`src/rtl/cipher_job_arbiter.sv`:
```
`default_nettype none
// +----------------------------------------------------------------------------+
// | Module : cipher_job_arbiter                                                |
// | Shares one 24-bit encrypt/decrypt engine between two job requesters.       |
// | Round-robin arbitration on valid/ready, one-cycle engine start pulse,      |
// | bounded wait on the engine's ready level, and a single tagged response     |
// | channel with job/error counters.                                           |
// |                                                                            |
// | Ports:                                                                     |
// |   Clock, Reset (async, active-low)                                         |
// |   req{0,1}_valid/ready/text/key/mode : job request channels                |
// |   rsp_valid/ready/id/text/err         : shared response channel            |
// |   eng_start/ptext/key/mode            : engine control (driven only here)  |
// |   eng_ctext/ready                     : engine result                      |
// |   busy, jobs_done, err_count          : status                             |
// |                                                                            |
// | Revision: 1.0 - initial release                                            |
// +----------------------------------------------------------------------------+
module cipher_job_arbiter #(
  parameter int unsigned TIMEOUT = 64
) (
  input  logic        Clock,
  input  logic        Reset,
  input  logic        req0_valid,
  output logic        req0_ready,
  input  logic [23:0] req0_text,
  input  logic [23:0] req0_key,
  input  logic        req0_mode,
  input  logic        req1_valid,
  output logic        req1_ready,
  input  logic [23:0] req1_text,
  input  logic [23:0] req1_key,
  input  logic        req1_mode,
  output logic        rsp_valid,
  input  logic        rsp_ready,
  output logic        rsp_id,
  output logic [23:0] rsp_text,
  output logic        rsp_err,
  output logic        eng_start,
  output logic [23:0] eng_ptext,
  output logic [23:0] eng_key,
  output logic        eng_mode,
  input  logic [23:0] eng_ctext,
  input  logic        eng_ready,
  output logic        busy,
  output logic [15:0] jobs_done,
  output logic [7:0]  err_count
);

  typedef enum logic [2:0] {
    S_IDLE   = 3'd0,
    S_ISSUE  = 3'd1,
    S_SETTLE = 3'd2,
    S_WAIT   = 3'd3,
    S_RESP   = 3'd4
  } state_t;

  localparam logic [15:0] c_TIMER_LAST = 16'(TIMEOUT - 1);

  state_t      r_state;
  logic        r_last_grant;
  logic [15:0] r_timer;
  logic        r_eng_start;
  logic [23:0] r_eng_ptext;
  logic [23:0] r_eng_key;
  logic        r_eng_mode;
  logic        r_rsp_valid;
  logic        r_rsp_id;
  logic [23:0] r_rsp_text;
  logic        r_rsp_err;
  logic        r_busy;
  logic [15:0] r_jobs_done;
  logic [7:0]  r_err_count;

  logic w_grant1;
  logic w_accept;

  // Winner if a job were taken now: a lone requester wins outright, a tie
  // goes to whoever was not served last.
  always_comb begin
    w_grant1 = 1'b0;
    if (req0_valid && req1_valid) begin
      w_grant1 = ~r_last_grant;
    end else begin
      w_grant1 = req1_valid;
    end
  end

  // Reset is folded in so neither ready can show 1 while Reset is held low.
  assign req0_ready = Reset & (r_state == S_IDLE) & req0_valid & ~w_grant1;
  assign req1_ready = Reset & (r_state == S_IDLE) & req1_valid &  w_grant1;
  assign w_accept   = req0_ready | req1_ready;

  always_ff @(posedge Clock or negedge Reset) begin
    if (!Reset) begin
      r_state      <= S_IDLE;
      r_last_grant <= 1'b1;
      r_timer      <= 16'd0;
      r_eng_start  <= 1'b0;
      r_eng_ptext  <= 24'd0;
      r_eng_key    <= 24'd0;
      r_eng_mode   <= 1'b0;
      r_rsp_valid  <= 1'b0;
      r_rsp_id     <= 1'b0;
      r_rsp_text   <= 24'd0;
      r_rsp_err    <= 1'b0;
      r_busy       <= 1'b0;
      r_jobs_done  <= 16'd0;
      r_err_count  <= 8'd0;
    end else begin
      case (r_state)
        S_IDLE: begin
          if (w_accept) begin
            r_eng_ptext  <= w_grant1 ? req1_text : req0_text;
            r_eng_key    <= w_grant1 ? req1_key  : req0_key;
            r_eng_mode   <= w_grant1 ? req1_mode : req0_mode;
            r_rsp_id     <= w_grant1;
            r_last_grant <= w_grant1;
            r_eng_start  <= 1'b1;
            r_busy       <= 1'b1;
            r_state      <= S_ISSUE;
          end
        end
        S_ISSUE: begin
          r_eng_start <= 1'b0;
          r_state     <= S_SETTLE;
        end
        S_SETTLE: begin
          // eng_ready may still reflect the previous job here; do not look.
          r_timer <= 16'd0;
          r_state <= S_WAIT;
        end
        S_WAIT: begin
          if (eng_ready) begin
            r_rsp_text  <= eng_ctext;
            r_rsp_err   <= 1'b0;
            r_jobs_done <= r_jobs_done + 16'd1;
            r_rsp_valid <= 1'b1;
            r_state     <= S_RESP;
          end else if (r_timer == c_TIMER_LAST) begin
            r_rsp_text  <= 24'd0;
            r_rsp_err   <= 1'b1;
            if (r_err_count != 8'hFF) begin
              r_err_count <= r_err_count + 8'd1;
            end
            r_rsp_valid <= 1'b1;
            r_state     <= S_RESP;
          end else begin
            r_timer <= r_timer + 16'd1;
          end
        end
        S_RESP: begin
          if (rsp_ready) begin
            r_rsp_valid <= 1'b0;
            r_busy      <= 1'b0;
            r_state     <= S_IDLE;
          end
        end
        default: begin
          r_state <= S_IDLE;
        end
      endcase
    end
  end

  assign eng_start = r_eng_start;
  assign eng_ptext = r_eng_ptext;
  assign eng_key   = r_eng_key;
  assign eng_mode  = r_eng_mode;
  assign rsp_valid = r_rsp_valid;
  assign rsp_id    = r_rsp_id;
  assign rsp_text  = r_rsp_text;
  assign rsp_err   = r_rsp_err;
  assign busy      = r_busy;
  assign jobs_done = r_jobs_done;
  assign err_count = r_err_count;

endmodule
`default_nettype wire

```
`config.mk`:
```
export PLATFORM = sky130hd
export DESIGN_NAME = cipher_job_arbiter
export DESIGN_NICKNAME = d
export VERILOG_FILES = /design/src/rtl/cipher_job_arbiter.sv
export SDC_FILE = /design/constraint.sdc
export NUM_CORES = 1
export LEC_CHECK = 0
export BUFFER_PORTS_ARGS = -buffer_cell sky130_fd_sc_hd__buf_2
export CORE_ASPECT_RATIO = 1.4
export CORE_MARGIN = 4
export CORE_UTILIZATION = 48
export DETAILED_ROUTE_END_ITERATION = 6
export HOLD_SLACK_MARGIN = 0.02
export PLACE_DENSITY = 0.81
export SYNTH_ARGS = -nofsm -noshare
export SYNTH_HDL_FRONTEND = slang
export SYNTH_SLANG_ARGS = --single-unit
export TNS_END_PERCENT = 30
```
`constraint.sdc`:
```
create_clock -name Clock -period 2.3 [get_ports Clock]
set_clock_uncertainty 0.05 [all_clocks]
set_input_delay 0.345 -clock Clock [delete_from_list [all_inputs] [get_ports Clock]]
set_output_delay 0.345 -clock Clock [all_outputs]
set_load 0.02 [all_outputs]
```
=== After elaboration in Yosys (flattened, before gate mapping) ===
Index checks and enable logic that the tools add are counted.

* Bits in registers: 122
* Input bits: 128

* Add/sub/neg operators: 3
* Equality and inequality tests: 11
* Multiplexer cells: 22
* Bitwise operators: 9
* Reduce and logical (&&, ||, !) cells: 16

{| class="wikitable"
|+ Operators with widths
! cell !! count
|-
| 24-bit two-way mux || 4
|-
| 16-bit by 1-bit adder with 16-bit output, second input constant || 2
|-
| 16-bit two-way mux || 2
|-
| 16-bit case mux with 2 select lines || 1
|-
| 16-bit by 6-bit == test with 1-bit output, second input constant || 1
|-
| 3-bit case mux with 5 select lines || 1
|-
| 3-bit two-way mux || 4
|-
| 3-bit AND reduction || 4
|-
| 2-bit nonzero test || 5
|-
| 8-bit by 1-bit adder with 8-bit output, second input constant || 1
|-
| 2-bit != test, second input constant || 4
|-
| 8-bit != test, second input constant || 1
|-
| 2-bit AND reduction || 4
|-
| 1-bit two-way mux || 7
|-
| 3-bit by 2-bit == test with 1-bit output, second input constant || 2
|-
| 1-bit case mux with 2 select lines || 3
|-
| 1-bit AND || 5
|-
| 4-bit AND reduction || 1
|-
| 3-bit by 1-bit == test with 1-bit output, second input constant || 1
|-
| 3-bit == test, second input constant || 1
|-
| 3-bit logical NOT || 1
|-
| 3-bit != test, second input constant || 1
|-
| 1-bit inverter || 3
|-
| 1-bit logical AND || 1
|-
| 1-bit bitwise OR || 1
|}

=== Longest topological paths before layout ===
Gate-level depths: netlist of the first run.

* Depth in word-level cells: 7
* Gate-level depth with buffers: 7
* Depth with buffers taken out: 5

=== Worst setup path before layout of the first run ===
OpenSTA, ideal clock, no wires.

* Kind: reg2reg
* Start point: register r_timer[0]
* End point: register r_rsp_text[0], in the netlist rsp_text[0]
* Setup time: 0.066 ns
* Arrival: 1.605 ns
* Path slack: 0.579 ns
* Cell stages (with the launch flop): 8
* Clock period less this slack: 1.721 ns
* Cell sequence: dfrtp_1 ha_1 and3_1 and4_1 buf_6 o21ai_4 buf_6 a22o_1

* Word-level cells in the longest chain between the ends: 3

{| class="wikitable"
|+ RTL lines
! element !! line !! RTL
|-
| from (decl) || 62 || <nowiki>logic [15:0] r_timer;</nowiki>
|-
| from (signal assigned) || 149 || <nowiki>r_timer <= r_timer + 16'd1;</nowiki>
|-
| 16-bit by 6-bit == test with 1-bit output || 140 || <nowiki>end else if (r_timer == c_TIMER_LAST) begin</nowiki>
|-
| 2-bit nonzero test (no source line) || -- ||
|-
| 2-bit AND reduction (no source line) || -- ||
|-
| to (signal assigned) || 135 || <nowiki>r_rsp_text <= eng_ctext;</nowiki>
|-
| to (decl) || 69 || <nowiki>logic [23:0] r_rsp_text;</nowiki>
|}

No other way between the ends.
A chain may end at the register's enable or synchronous reset.

=== Final worst setup path of the first run ===
* Start point: register r_state[0]
* End point: output port req1_ready

* Word-level cells in the longest chain between the ends: 4

{| class="wikitable"
|+ RTL lines
! element !! line !! RTL
|-
| from (decl) || 60 || <nowiki>state_t r_state;</nowiki>
|-
| from (signal assigned) || 96 || <nowiki>r_state <= S_IDLE;</nowiki>
|-
| from (signal assigned) || 121 || <nowiki>r_state <= S_ISSUE;</nowiki>
|-
| from (signal assigned) || 126 || <nowiki>r_state <= S_SETTLE;</nowiki>
|-
| 3-bit logical NOT || 91 || <nowiki>assign req1_ready = Reset & (r_state == S_IDLE) & req1_valid & w_grant1;</nowiki>
|-
| 1-bit AND (3 in a row) || 91 ||
|-
| to (decl) || 30 || <nowiki>output logic req1_ready,</nowiki>
|}

No other way between the ends.

==> results of run 1 <==
-- stage by stage --
stage,instances,hold WS [ps],utilization,instance area (µm²)
CTS,895,52.6,0.663,7550
finish,897,14.4,0.664,7570
floorplan,510,-0.591,-,5650
global route,897,82.7,0.664,7570
global placement,863,408,0.609,6940
detailed placement,863,415,0.609,6940
-- cells in the mapped netlist, types with 4 or more instances --
| master | number | area [µm²] |
|---|---|---|
| buf_2 | 13 | 65.1 |
| nand2b_1 | 6 | 37.5 |
| inv_1 | 5 | 18.8 |
| xnor2_1 | 10 | 87.6 |
| a22o_1 | 24 | 210 |
| mux2i_1 | 54 | 541 |
| nor3_2 | 6 | 60.1 |
| dfrtp_1 | 121 | 3030 |
| a31oi_1 | 15 | 93.8 |
| nand3_1 | 10 | 50.1 |
| buf_4 | 4 | 30.0 |
| nand4_1 | 11 | 68.8 |
| nand2_1 | 76 | 285 |
| and3_1 | 4 | 25.0 |
| xor2_1 | 13 | 114 |
| a21oi_1 | 6 | 30.0 |
| o21ai_0 | 52 | 260 |
| clkbuf_1 | 11 | 41.3 |
| nor4_1 | 4 | 25.0 |
| nor3_1 | 6 | 30.0 |
| nor2_1 | 12 | 45.0 |
-- area by class of cell --
type	count	share of cell area
sequential	122	0.404
multi-input combinational	352	0.322
timing repair buffer	242	0.169
clock buffer	18	0.0567
tap	144	0.0238
clock inverter	14	0.0225
inverter	5	0.00248
-- final timing paths --
path	from	end	slack, ps	cells after the start
max	r_state[0]	req1_ready	160	3
min	Reset	eng_start	10	2
max reg2reg	r_timer[0]	rsp_text[22]	300	6
min reg2reg	r_timer[15]	r_timer[15]	420	1
max in group asynchronous	Reset	rsp_text[22]	1740	2
min in group Clock	eng_ctext[4]	rsp_text[4]	100	2
-- power by group through the flow --
stage,Clock [mW],Sequential [mW],Combinational (mW)
finish,2.68,3.38,3.29
detailed placement,0,3.39,3.30
global placement,0,3.35,3.18
CTS,2.72,3.37,3.31
floorplan,0,4.09,1.36
global route,2.84,3.47,3.56
-- layer usage --
| metal | global-route usage | wire length [µm] | vias up | share of wire |
|---|---|---|---|---|
| met5 | 0 | 39 | - | 0.0025 |
| met2 | 0.387 | 8060 | 235 | 0.52 |
| met4 | 0.0957 | 337 | 6 | 0.022 |
| met3 | 0.0642 | 1310 | 40 | 0.084 |
| li1 | - | - | 2303 | - |
| met1 | 0.263 | 5850 | 2378 | 0.37 |
-- worst max-delay path: cells and delay by family (launching register included) --
kind,cells,cell delay (ps)
buffers and inverters,1,190
flip-flops,1,530
AND/OR/NAND/NOR,2,610
-- state kept, by name (all words and copies together), names as in the netlist --
| register | cells |
|---|---|
| r_last_grant | 1 |
| jobs_done | 16 |
| eng_ptext | 24 |
| busy | 1 |
| r_state | 3 |
| rsp_text | 24 |
| rsp_id | 1 |
| eng_mode | 1 |
| rsp_valid | 1 |
| eng_start | 1 |
| eng_key | 24 |
| r_timer | 16 |
| rsp_err | 1 |
| err_count | 8 |
-- cell families (layout without fill, tap and decap cells) --
family | Yosys count | after routing | synth area share
buf+inv | 36 | 279 | 0.0335
xor+xnor | 23 | 23 | 0.0357
simple gates | 156 | 156 | 0.153
fa+ha+maj | 3 | 3 | 0.00665
flops | 122 | 122 | 0.541
mux | 56 | 56 | 0.0997
compound gates | 114 | 114 | 0.131
-- timing repair --
item                                    in CTS  in global routing
pin swaps                                    0                  1
cloned                                       0                  0
hold buffers                                 0                  0
endpoints found under the setup margin       2                  1
setup buffers                                0                  2
gates resized for setup                      1                  0
==> summary.txt, run 1 <==
Setup path
  • Worst Setup Start Kind: register
  • CP max FO: 11
  • Critical path's slowest cell: dfrtp_1
  • Worst Setup End Kind: output port
  • Crit path DAT: 1740 ps
  • Critical path class: reg2out
  • CP required: 1900 ps
  • CP Cell Sequence: nor4b_4 -> and2_1 -> buf_2
  • Slowest cell delay on critical path: 530 ps

Synth
  • Synthesized area: 5650 µm²
  • Cells after Synth: 510
  • Yosys warning count: 0
  • Distinct cells, synth: 57
  • Syn Area/Cell: 11.1 µm²
  • Post-synth EDFFs: 0
  • Seq/Total Area, Yosys: 0.541
  • Net Count, Synth: 641
  • Synth Flop Type: dfrtp_1
  • Asr flop ratio synth: 1.00
  • Yosys reg bits: 122

Timing
  • Slew HR: 0.587
  • Fin crit period: 2140 ps
  • Final Setup Violations: 0
  • Worst-Margin Slew: 620 ps
  • Setup TNS Final: 0 ps
  • Final hold viol count: 0
  • Final setup margin: 164 ps
  • Slew Limit Fails: 0
  • Share of the clock period used by the worst path: 0.929
  • Fmax: 468 MHz
  • RSZ-0062 raised after global routing: no

Clock tree
  • Total CTS buffers: 17
  • CTS tree: built
  • Worst skew pair latency: 410 ps
  • Clk buf depth: 2
  • H-tree depth: 4
  • CTS sink count: 122
  • Clock root buffer: clkbuf_16
  • Clock slew at reported path FFs: 50 ps

Drt
  • Final ANT Viol Nets: 0
  • Post-DR wirelength/cell: 17.4 µm
  • Drt total wl: 15.6 mm
  • DR pass1 iterations: 5
  • Vias per cell: 5.53
  • # DRC: 0
  • Iter 0 DRT Violations: 257
  • Vias: 4962

Run status
  • Status: finished clean

Finish
  • Number of fill cells: 905
  • Synthesis-to-finish area growth: 34.0%
  • Nets: 871
  • Most frequent cells in the layout: buf_2 (230), dfrtp_1 (121), nand2_1 (76)
  • Most common cell after layout, fill and taps aside: buf_2
  • Share of layout cells above drive strength 1: 0.390
  • FF/Latch Area: 3050 µm²
  • Multi-input gate area: 2440 µm²
  • Diode count: 0

Floorplanning
  • Die width: 99.7 µm
  • Initial Utilization: 0.496
  • I/O Pins: 232
  • Die area: 13600 µm²
  • Num rows: 46
  • Die height: 136 µm
  • Core area: 11400 µm²

Global routing
  • Grt ovf: 0
  • Largest net degree at the start of global routing: 123
  • First-pass GRT wire length: 24.3 mm
  • Number of global-route vias before repair: 4888
  • Antenna violations before repair: 3
  • Gr usage total: 0.226

Placed design
  • HPWL Detailed: 11.5 mm
  • GPL Wtd Cong: 0.915
  • Port-buffer cells: 231
  • Post-place setup slack: 320 ps

Min path
  • Hold Path Class: in2async

Power and ir drop
  • Logic pwr share: 0.352
  • Internal power: 5.80 mW
  • NetSw: 3.56 mW
  • Clock Power Share: 0.287
  • Peak supply drop: 687 µV
  • Design Power: 9.36 mW
  • Power Density: 1240 nW/µm²
  • Leakage: 4.00 nW
  • Seq pwr share: 0.361
  • Sw frac: 0.380

Run
  • Max Cap Viol: 0
Note: power is estimated with default switching activity, not from simulation.
==> run 2, diff against run 1 <==
- CORE_UTILIZATION: 48 -> 44
- PLACE_DENSITY: 0.81 -> 0.78
- SETUP_SLACK_MARGIN: unset -> 0.5
- clock period: 2.3 -> 1.96 ns (I/O delays scaled with it)
==> summary.txt, run 2 (same netlist as run 1, synthesis figures left out) <==
Run status
  • Status: finished clean

Finish
  • FF/Latch Area: 3070 µm² (+0.37%)
  • Most frequent cells in the layout: buf_2 (228), dfrtp_1 (112), nand2_1 (74)
  • Multi-input gate area: 2670 µm² (+9.5%)
  • Number of fill cells: 871 (-3.8%)
  • Synthesis-to-finish area growth: 54.8%
  • Final instance area: 8740 µm² (+16%)
  • Layout Utilization: 0.703 (+0.0394)
  • Nets: 944 (+8.4%)
  • Share of layout cells above drive strength 1: 0.485 (+0.0950)
  • Most common cell after layout, fill and taps aside: buf_2

Clock tree
  • Clock slew at reported path FFs: 60 ps (about the same)
  • CTS sink count: 122 (unchanged)
  • CTS tree: built
  • Worst skew pair latency: 410 ps (about the same)
  • Total CTS buffers: 17 (unchanged)
  • Clock root buffer: clkbuf_16
  • H-tree depth: 4 (unchanged)
  • Clk buf depth: 2 (unchanged)

Setup path
  • Worst Setup Start Kind: register
  • Worst Setup End Kind: output port
  • CP max FO: 4 (-7)
  • CP required: 1620 ps (-280 ps)
  • Crit path DAT: 1570 ps (-170 ps)
  • Critical path class: reg2out
  • Internal reg-to-reg setup slack: 60 ps (-240 ps)

Placed design
  • Post-place setup slack: 26.5 ps (-293 ps)
  • Port-buffer cells: 231 (unchanged)
  • GPL Wtd Cong: 0.864 (-5.5%)
  • Cell area after placement: 7130 µm² (+2.6%)
  • HPWL Detailed: 11.6 mm (+1.3%)

Timing
  • Share of the clock period used by the worst path: 0.976
  • Final Setup Violations: 0 (unchanged)
  • Final setup margin: 46.1 ps (-117 ps)
  • Fmax: 522 MHz
  • RSZ-0062 raised after global routing: yes
  • Setup TNS Final: 0 ps (unchanged)
  • Final hold viol count: 0 (unchanged)
  • Slew HR: 0.569 (-0.0180)
  • Slew Limit Fails: 0 (unchanged)
  • Fin crit period: 1910 ps
  • Hold slack: 53.0 ps (+38.5 ps)
  • Worst-Margin Slew: 647 ps (+27.0 ps)

Floorplanning
  • Die width: 104 µm (+4.1%)
  • Die area: 14700 µm² (+8.5%)
  • Initial Utilization: 0.454 (-0.0413)
  • I/O Pins: 232 (unchanged)
  • Core area: 12400 µm² (+9.1%)
  • Die height: 142 µm (+4.2%)
  • Num rows: 48 (+4.3%)

Power and ir drop
  • Internal power: 7.72 mW (+33%)
  • Sw frac: 0.376 (-0.00445)
  • Leakage: 4.58 nW (+15%)
  • Power Density: 1410 nW/µm² (+14%)
  • Logic pwr share: 0.413 (+0.061)
  • Seq pwr share: 0.316 (-0.045)
  • NetSw: 4.65 mW (+31%)
  • Peak supply drop: 773 µV (+13%)
  • Clock Power Share: 0.271 (-0.016)

Drt
  • Drt total wl: 19.8 mm (+27%)
  • Vias: 5536 (+12%)
  • DR pass1 iterations: 5 (unchanged)
  • Vias per cell: 5.67 (+2.4%)
  • # DRC: 0 (unchanged)
  • Iter 0 DRT Violations: 483 (+88%)
  • Final ANT Viol Nets: 0 (unchanged)
  • Post-DR wirelength/cell: 20.3 µm (+17%)

Global routing
  • Antenna violations before repair: 3 (unchanged)
  • First-pass GRT wire length: 29.5 mm (+21%)
  • Number of global-route vias before repair: 5652 (+16%)
  • Grt ovf: 0 (unchanged)
  • Gr usage total: 0.250 (+0.0245)
  • Largest net degree at the start of global routing: 123 (unchanged)

Run
  • Max Cap Viol: 0 (unchanged)

Min path
  • Hold Path Class: in2reg
-- run 2: worst max-delay path: stages, from the launching register on --
cell and delay, ps:
dfrtp_2 420, nor4b_4 270, buf_4 180, nand2_4 60, nor2_4 110, buf_6 120
-- run 2: cell type report --
cell class	count	share of cell area
inverters	5	0.00215
repair buffers	312	0.248
well taps	150	0.0215
multi-input cells	355	0.305
flip-flops and latches	122	0.351
clock inverters	13	0.0220
clock buffers	19	0.0507
diodes	1	0.000286
-- run 2: per-stage QoR --
stage               total power, mW  cells
floorplan                      6.39    510
global placement               7.77    886
detailed placement             7.93    886
CTS                            12.0    948
global route                   13.0    977
finish                         12.4    977
-- run 2: final timing paths --
kind                               start           end  cells past startpoint
max reg2reg                   r_timer[6]   r_timer[12]                      5
max in group asynchronous          Reset  err_count[4]                      3
min in group asynchronous          Reset   eng_key[14]                      3
min reg2reg                 eng_ptext[2]  eng_ptext[2]                      2
min                        eng_ctext[23]  rsp_text[23]                      2
max                           r_state[2]    req0_ready                      5
-- run 2: metal layers --
metal / vias up / GRT usage / wire (µm)
li1: 2461 / - / -
met1: 2716 / 0.271 / 7120
met2: 301 / 0.467 / 10700
met3: 54 / 0.0713 / 1360
met4: 4 / 0.0917 / 559
met5: - / 0 / 24
-- run 2: power by group through the flow --
| stage | Clock, mW | Sequential [mW] | Combinational (mW) |
|---|---|---|---|
| after floorplan | 0 | 4.80 | 1.59 |
| after global placement | 0 | 3.92 | 3.86 |
| after detailed placement | 0 | 3.96 | 3.98 |
| after CTS | 3.38 | 3.88 | 4.75 |
| after global routing | 3.53 | 4.01 | 5.46 |
| final | 3.35 | 3.91 | 5.11 |
-- run 2: repair_timing --
item | CTS | global route
pin swaps | 7 | 28
setup buffers | 17 | 25
endpoints found under the setup margin | 123 | 125
gates cloned | 12 | 3
endpoints found under the hold margin | 117 | 0
hold buffers | 1 | 0
gates resized for setup | 30 | 43
